--- config.mk ---
export PLATFORM = sky130hd
export DESIGN_NAME = adder_sequencer
export DESIGN_NICKNAME = d
export VERILOG_FILES = /design/src/rtl/adder_sequencer.sv
export SDC_FILE = /design/constraint.sdc
export NUM_CORES = 1
export LEC_CHECK = 0
export CAP_MARGIN = 30
export CORE_UTILIZATION = 50
export DETAILED_ROUTE_END_ITERATION = 7
export PLACE_DENSITY = 0.75
export SYNTH_ARGS = -nofsm -noshare
export SYNTH_HDL_FRONTEND = slang
export SYNTH_SLANG_ARGS = --single-unit
--- constraint.sdc ---
create_clock -name clk -period 3.8 [get_ports clk]
set_input_delay 0.76 -clock clk [delete_from_list [all_inputs] [get_ports clk]]
set_output_delay 0.76 -clock clk [all_outputs]
set_load 0.01 [all_outputs]
--- src/rtl/adder_sequencer.sv ---
// rtl/adder_sequencer.sv - nibble-serial adder/subtractor reusing one 4-bit slice
module adder_sequencer #(
    parameter int NIBBLES = 4,
    localparam int W = 4 * NIBBLES
) (
    input  logic         clk,
    input  logic         rst_n,
    input  logic         start,
    input  logic         op_sub,
    input  logic [W-1:0] a,
    input  logic [W-1:0] b,
    output logic         busy,
    output logic         done,
    output logic [W-1:0] result,
    output logic         cout,
    output logic         ovf
);

    localparam int CW = (NIBBLES > 1) ? $clog2(NIBBLES) : 1;

    typedef enum logic {
        IDLE,
        RUN
    } state_t;

    state_t         state, state_nx;
    logic [W-1:0]   opa, opb, work, work_nx;
    logic [CW-1:0]  cnt;
    logic           carry;
    logic           last;
    logic [3:0]     nib_a, nib_b;
    logic [4:0]     slice_sum;
    logic           msb_cin;

    assign last  = (cnt == CW'(NIBBLES - 1));
    assign busy  = (state == RUN);

    // The single shared slice: current nibble of each operand plus the carry chain bit
    assign nib_a     = opa[{cnt, 2'b00} +: 4];
    assign nib_b     = opb[{cnt, 2'b00} +: 4];
    assign slice_sum = {1'b0, nib_a} + {1'b0, nib_b} + {4'b0000, carry};
    // Carry into the top bit of the nibble, recovered from the sum bit
    assign msb_cin   = nib_a[3] ^ nib_b[3] ^ slice_sum[3];

    // Working result with the current nibble spliced in
    always_comb begin
        work_nx = work;
        work_nx[{cnt, 2'b00} +: 4] = slice_sum[3:0];
    end

    // State register
    always_ff @(posedge clk or negedge rst_n) begin
        if (!rst_n) begin
            state <= IDLE;
        end else begin
            state <= state_nx;
        end
    end

    // Next-state: accept start only when idle, leave RUN after the top nibble
    always_comb begin
        state_nx = state;
        case (state)
            IDLE: if (start) state_nx = RUN;
            RUN:  if (last)  state_nx = IDLE;
            default: state_nx = IDLE;
        endcase
    end

    // Operand capture, nibble stepping and publication of the finished result
    always_ff @(posedge clk or negedge rst_n) begin
        if (!rst_n) begin
            opa    <= '0;
            opb    <= '0;
            work   <= '0;
            cnt    <= '0;
            carry  <= 1'b0;
            result <= '0;
            cout   <= 1'b0;
            ovf    <= 1'b0;
            done   <= 1'b0;
        end else begin
            done <= 1'b0;
            if (state == IDLE) begin
                if (start) begin
                    opa   <= a;
                    opb   <= b ^ {W{op_sub}};
                    carry <= op_sub;
                    cnt   <= '0;
                    work  <= '0;
                end
            end else begin
                work  <= work_nx;
                carry <= slice_sum[4];
                cnt   <= cnt + CW'(1);
                if (last) begin
                    result <= work_nx;
                    cout   <= slice_sum[4];
                    ovf    <= msb_cin ^ slice_sum[4];
                    done   <= 1'b1;
                    cnt    <= '0;
                end
            end
        end
    end

endmodule

==> impl_metrics.tcl, run 1 <==
set metrics [dict create \
    wl_per_cell_um 14.0 \
    fin_crit_sh 0.735 \
    cts_resized 0 \
    num_vias 2393 \
    synth-edff-count 0 \
    fin_skew_ps 5.03 \
    cts_max_level 3 \
    max-cap-violations 0 \
    p_clk_frac 0.157 \
    ios 56 \
    synthArstFlopShare 1.00 \
    cp.arrival_ps 3030 \
    drtAntennaViolNets 0 \
    final_util 0.635 \
    crit_type "reg -> reg" \
    cts_tree "built" \
    grt_use_total 0.206 \
    drt-initial-drc-count 122 \
    hold_path_class "in -> async" \
    hold_buffers 0 \
    ys_types 42 \
    fp.dieH_um 86.5 \
    min_period_ps 2790 \
    ys_seq_elements 71 \
    grt_pass1_vias 2400 \
    stdcell_count 463 \
    tns_ps 0 \
    core_um2 6830 \
    avgSynthCellArea_um2 11.5 \
    clk_latency_ps 350 \
    leakagePower_nw 1.87 \
    grt_overflow 0 \
    clkTransAtPathRegs_ps 70 \
    area_growth_pct 21.5 \
    yosysSeqAreaShare 0.498 \
    syn_inst 311 \
    sw_frac_of_total 0.389 \
    antenna_found_initial 0 \
    path_max_fanout 10 \
    antenna_cells 0 \
    drive_gt1_frac 0.150 \
    via_per_inst 5.17 \
    worst_ep_required_time_ps 4040 \
    rows 30 \
    die_x_um 86.5 \
    drcViolationCount 0 \
    synthFlopType "dfrtp_1" \
    clock.fmax_ghz 0.358 \
    status "finished, final reports clean" \
    rsz0062_at_grt "false" \
    synth_fp_nets 358 \
    cts_buffers 9 \
    ys_warn_count 0 \
    wl_um 6470 \
    cp-end-kind "register" \
    post_cts.repair.setup_buffers 0 \
    start_util 0.522 \
    cts.sinks 71 \
    power_mw 3.83 \
    p_per_area_nw_per_um2 884 \
    slew_headroom 0.400 \
    grt_max_degree 50 \
    finalMaxSlewViolations 0 \
    worstMarginPinSlew_ps 897 \
    switching_power_mw 1.49 \
    gp_congestion 0.791 \
    nFillCells 590 \
    start_kind "register" \
    power.internal_mw 2.34 \
    setup_violations 0 \
    vdd_drop_max_mv 0.514 \
    hold_viol_final 0 \
    seq_power_share 0.341 \
    cts_buffer_depth 2 \
    pwr-share-comb 0.502 \
    hpwl_um 4680 \
    synth_area_um2 3570 \
    placement.io_buffers 55 \
    drt-pass1-iter-count 4 \
    num-nets-final 410 \
    cts_root_buf "clkbuf_8" \
    grt_pass1_wl_um 11500 \
    dp.cells 448 \
    dieArea_um2 7480 \
]
==> layout make-up <==
| cell class | count | area, µm² | area share |
|---|---|---|---|
| repair buffers | 59 | 576 | 0.133 |
| multi-input cells | 207 | 1610 | 0.371 |
| inverters | 15 | 56.3 | 0.0130 |
| well taps | 96 | 120 | 0.0277 |
| clock buffers | 11 | 151 | 0.0349 |
| clock inverters | 4 | 45.0 | 0.0104 |
| flip-flops and latches | 71 | 1780 | 0.410 |
==> layer usage <==
layer	share of wire	up-vias	wire length (µm)	global-route usage
met5	0	-	0	0
met4	0.023	0	151	0.105
met3	0.040	11	261	0.0371
met2	0.51	66	3270	0.332
met1	0.43	1143	2790	0.268
li1	-	1173	-	-
==> synth_stat cells, types with 7 or more instances <==
| cell type | number | area share |
|---|---|---|
| mux2_2 | 20 | 0.063 |
| nand2_1 | 49 | 0.052 |
| o31ai_1 | 12 | 0.025 |
| nor2b_1 | 7 | 0.012 |
| o21ai_0 | 33 | 0.046 |
| dfrtp_1 | 71 | 0.50 |
| a21oi_1 | 8 | 0.011 |
| inv_1 | 14 | 0.015 |
| buf_2 | 9 | 0.013 |
| ha_1 | 9 | 0.032 |
| xnor2_1 | 17 | 0.042 |
| o22ai_1 | 7 | 0.012 |
==> state kept, by name, summed over array words and instances (netlist names) <==
| register | cells |
|---|---|
| carry | 1 |
| result | 16 |
| cout | 1 |
| ovf | 1 |
| opa | 16 |
| busy | 1 |
| cnt | 2 |
| done | 1 |
| work | 16 |
| opb | 16 |
==> cells in the final DEF (no fill, tap or decap), drive strengths merged, types with 5 or more instances in the layout <==
| master | n |
|---|---|
| dfrtp | 71 |
| clkdlybuf4s50 | 54 |
| nand2 | 50 |
| o21ai | 33 |
| mux2 | 21 |
| xnor2 | 17 |
| inv | 15 |
| o31ai | 12 |
| clkbuf | 11 |
| ha | 9 |
| a21oi | 9 |
| mux4 | 8 |
| nor2b | 7 |
| o22ai | 7 |
| nand2b | 7 |
| buf | 5 |
==> power by group through the flow <==
stage / Combinational [mW] / Sequential [mW] / Clock (mW)
2_1_floorplan: 1.48 / 1.25 / 0
3_3_place_gp: 1.90 / 1.31 / 0
4_1_cts: 1.95 / 1.31 / 0.613
5_1_grt: 2.15 / 1.35 / 0.650
3_5_place_dp: 1.95 / 1.33 / 0
6_report: 1.93 / 1.31 / 0.602
==> cell families after synthesis <==
logic type,share of synthesized area
multiplexers,0.128
buffers and inverters,0.0505
flip-flops,0.498
AO/OA/AOI/OAI,0.111
AND/OR/NAND/NOR,0.115
XOR/XNOR,0.0540
adder cells (fa/ha/maj),0.0428
==> worst paths after layout <==
check / start / endpoint / slack (ps) / depth (start not counted)
max: cnt[0]$_DFFE_PN0P_ / result[10]$_DFFE_PN0P_ / 1010 / 7
min: rst_n / result[14]$_DFFE_PN0P_ / 450 / 1
max reg2reg: cnt[0]$_DFFE_PN0P_ / result[10]$_DFFE_PN0P_ / 1010 / 7
min reg2reg: result[4]$_DFFE_PN0P_ / result[4]$_DFFE_PN0P_ / 470 / 2
max in group asynchronous: rst_n / opa[12]$_DFFE_PN0P_ / 2510 / 2
min in group clk: result[4]$_DFFE_PN0P_ / result[4]$_DFFE_PN0P_ / 470 / 2
==> critical path: stages (launching register included) <==
cell     delay, ps
dfrtp_1        680
mux4_2         590
fa_1           430
inv_1           80
fa_1           220
xor2_2         250
o22ai_1        160
mux2_4         270
==> metrics by stage <==
stage / hold slack [ps] / setup WS (ps) / area, µm²
final: 448 / 1010 / 4340
after CTS: 474 / 988 / 4340
after global routing: 491 / 874 / 4340
after floorplan: 442 / 1250 / 3570
after detailed placement: 463 / 1000 / 4140
after global placement: 455 / 1100 / 4140
No activity file was read; power rests on OpenSTA's default activity.
==> run 2: changes to the inputs <==
==> constraint.sdc (replaced) <==
create_clock -name clk -period 2.89 [get_ports clk]
set_input_delay 0.578 -clock clk [delete_from_list [all_inputs] [get_ports clk]]
set_output_delay 0.578 -clock clk [all_outputs]
set_load 0.01 [all_outputs]
==> impl_metrics.tcl, run 2 (same netlist as run 1, synthesis figures left out) <==
set metrics [dict create \
    seq_power_share 0.339 \
    drt-pass1-iter-count 4 \
    switching_power_mw 2.01 \
    grt_use_total 0.210 \
    cp_num_buf_inv 1 \
    start_kind "register" \
    area_growth_pct 21.9 \
    start_util 0.522 \
    path_max_fanout 4 \
    crit_family "multiplexers" \
    cts_max_level 3 \
    cpPeakStageDelay_ps 540 \
    finalMaxSlewViolations 0 \
    post_cts.repair.setup_buffers 0 \
    drive_gt1_frac 0.161 \
    leakagePower_nw 1.88 \
    wl_um 7010 \
    die_x_um 86.5 \
    max-cap-violations 0 \
    cts_buffers 9 \
    drcViolationCount 0 \
    power.internal_mw 3.00 \
    hold_path_class "in -> async" \
    fin_skew_ps 5.31 \
    ff2ff_path_depth 7 \
    cts_root_buf "clkbuf_8" \
    sw_frac_of_total 0.401 \
    slew_headroom 0.642 \
    status "finished, final reports clean" \
    cp_common_cell "fa_1" \
    antenna_found_initial 0 \
    cts_buffer_depth 2 \
    cp.arrival_ps 2700 \
    setup_violations 0 \
    dieArea_um2 7480 \
    crit_type "reg -> reg" \
    cp-end-kind "register" \
    drtAntennaViolNets 0 \
    p_per_area_nw_per_um2 1150 \
    cts.sinks 71 \
    num_vias 2437 \
    p_clk_frac 0.138 \
    min_period_ps 2470 \
    clock.fmax_ghz 0.406 \
    hold_buffers 0 \
    setup_slack_ps 425 \
    grt_overflow 0 \
    wl_per_cell_um 15.0 \
    r2r_slack_ps 420 \
    vdd_drop_max_mv 0.589 \
    tns_ps 0 \
    layout_common_cells "dfrtp_1 (71), clkdlybuf4s50_1 (54), nand2_1 (49)" \
    final_common_cell "dfrtp_1" \
    num-nets-final 416 \
    postLayoutCellArea_um2 4350 \
    rsz0062_at_grt "false" \
    cp_cell_sequence "mux4_2 > fa_1 > inv_1 > fa_1 > xor2_2 > o22ai_1 > mux2_4" \
    worstMarginPinSlew_ps 537 \
    cp-endpoint "result[10]$_DFFE_PN0P_" \
    hpwl_um 5090 \
    clk_latency_ps 340 \
    cts_tree "built" \
    cts_resized 0 \
    grt_pass1_vias 2436 \
    critPathSlowestCell "mux4_2" \
    clkTransAtPathRegs_ps 70 \
    rows 30 \
    drt-initial-drc-count 131 \
    fp.dieH_um 86.5 \
    placement.io_buffers 55 \
    grt_max_degree 29 \
    via_per_inst 5.20 \
    gp_congestion 0.832 \
    fin_crit_sh 0.853 \
    r2r-start "cnt[0]$_DFFE_PN0P_" \
    cp-startpoint "cnt[0]$_DFFE_PN0P_" \
    worst_ep_required_time_ps 3120 \
    antenna_cells 0 \
    placed_area_um2 4180 \
    cp.depth 7 \
    core_um2 6830 \
    place_ws_ps 429 \
    hold_viol_final 0 \
    pwr-share-comb 0.523 \
    grt_pass1_wl_um 11800 \
    r2r_end "result[10]$_DFFE_PN0P_" \
    ios 56 \
]
## run 2: changes by cell type in the layout (fill, tap and decap cells not counted)
cell / change
buf_4: +6
bufinv_16: -1
clkbuf_1: +1
clkbuf_8: -1
clkinvlp_4: +1
## run 2: final cells by class
type | count | area [µm²]
fill | 570 | 2480
sequential | 71 | 1780
multi-input combinational | 207 | 1610
timing repair buffer | 65 | 621
clock buffer | 11 | 141
tap | 96 | 120
inverter | 15 | 56.3
clock inverter | 4 | 22.5
## run 2: worst min path at each step
stage,from,to,depth (start not counted)
CTS,rst_n,result[6]$_DFFE_PN0P_,1
finish,rst_n,result[12]$_DFFE_PN0P_,1
global route,rst_n,result[12]$_DFFE_PN0P_,1
global placement,opb[6]$_DFFE_PN0P_,opb[6]$_DFFE_PN0P_,2
detailed placement,result[6]$_DFFE_PN0P_,result[6]$_DFFE_PN0P_,2
floorplan,rst_n,busy$_DFF_PN0_,0
## run 2: per-stage QoR
stage / cells / util / power (mW) / hold slack [ps]
global route: 469 / 0.636 / 5.37 / 194
finish: 469 / 0.636 / 5.01 / 165
floorplan: 311 / - / 3.60 / 282
detailed placement: 454 / 0.612 / 4.36 / 464
CTS: 469 / 0.636 / 5.05 / 174
global placement: 454 / 0.612 / 4.27 / 454
## run 2: worst reg2reg max path: cells and delay by family, from the launching register on
| kind | cells | cell delay (ps) |
|---|---|---|
| fa+ha+maj | 2 | 640 |
| xor+xnor | 1 | 250 |
| compound gates | 1 | 150 |
| mux | 2 | 810 |
| flops | 1 | 420 |
| buf+inv | 1 | 80 |
## run 2: layer usage
metal | vias up | global-route usage | part of all wire
met5 | - | 0 | 0
met3 | 9 | 0.0448 | 0.036
met2 | 62 | 0.346 | 0.51
met1 | 1174 | 0.272 | 0.44
met4 | 0 | 0.0833 | 0.016
li1 | 1192 | - | -
## run 2: power by group through the flow
stage | sequential (mW) | combinational (mW) | clock (mW)
2_1_floorplan | 1.65 | 1.95 | 0
3_3_place_gp | 1.71 | 2.56 | 0
3_5_place_dp | 1.73 | 2.63 | 0
4_1_cts | 1.71 | 2.64 | 0.703
5_1_grt | 1.75 | 2.87 | 0.753
6_report | 1.70 | 2.62 | 0.693
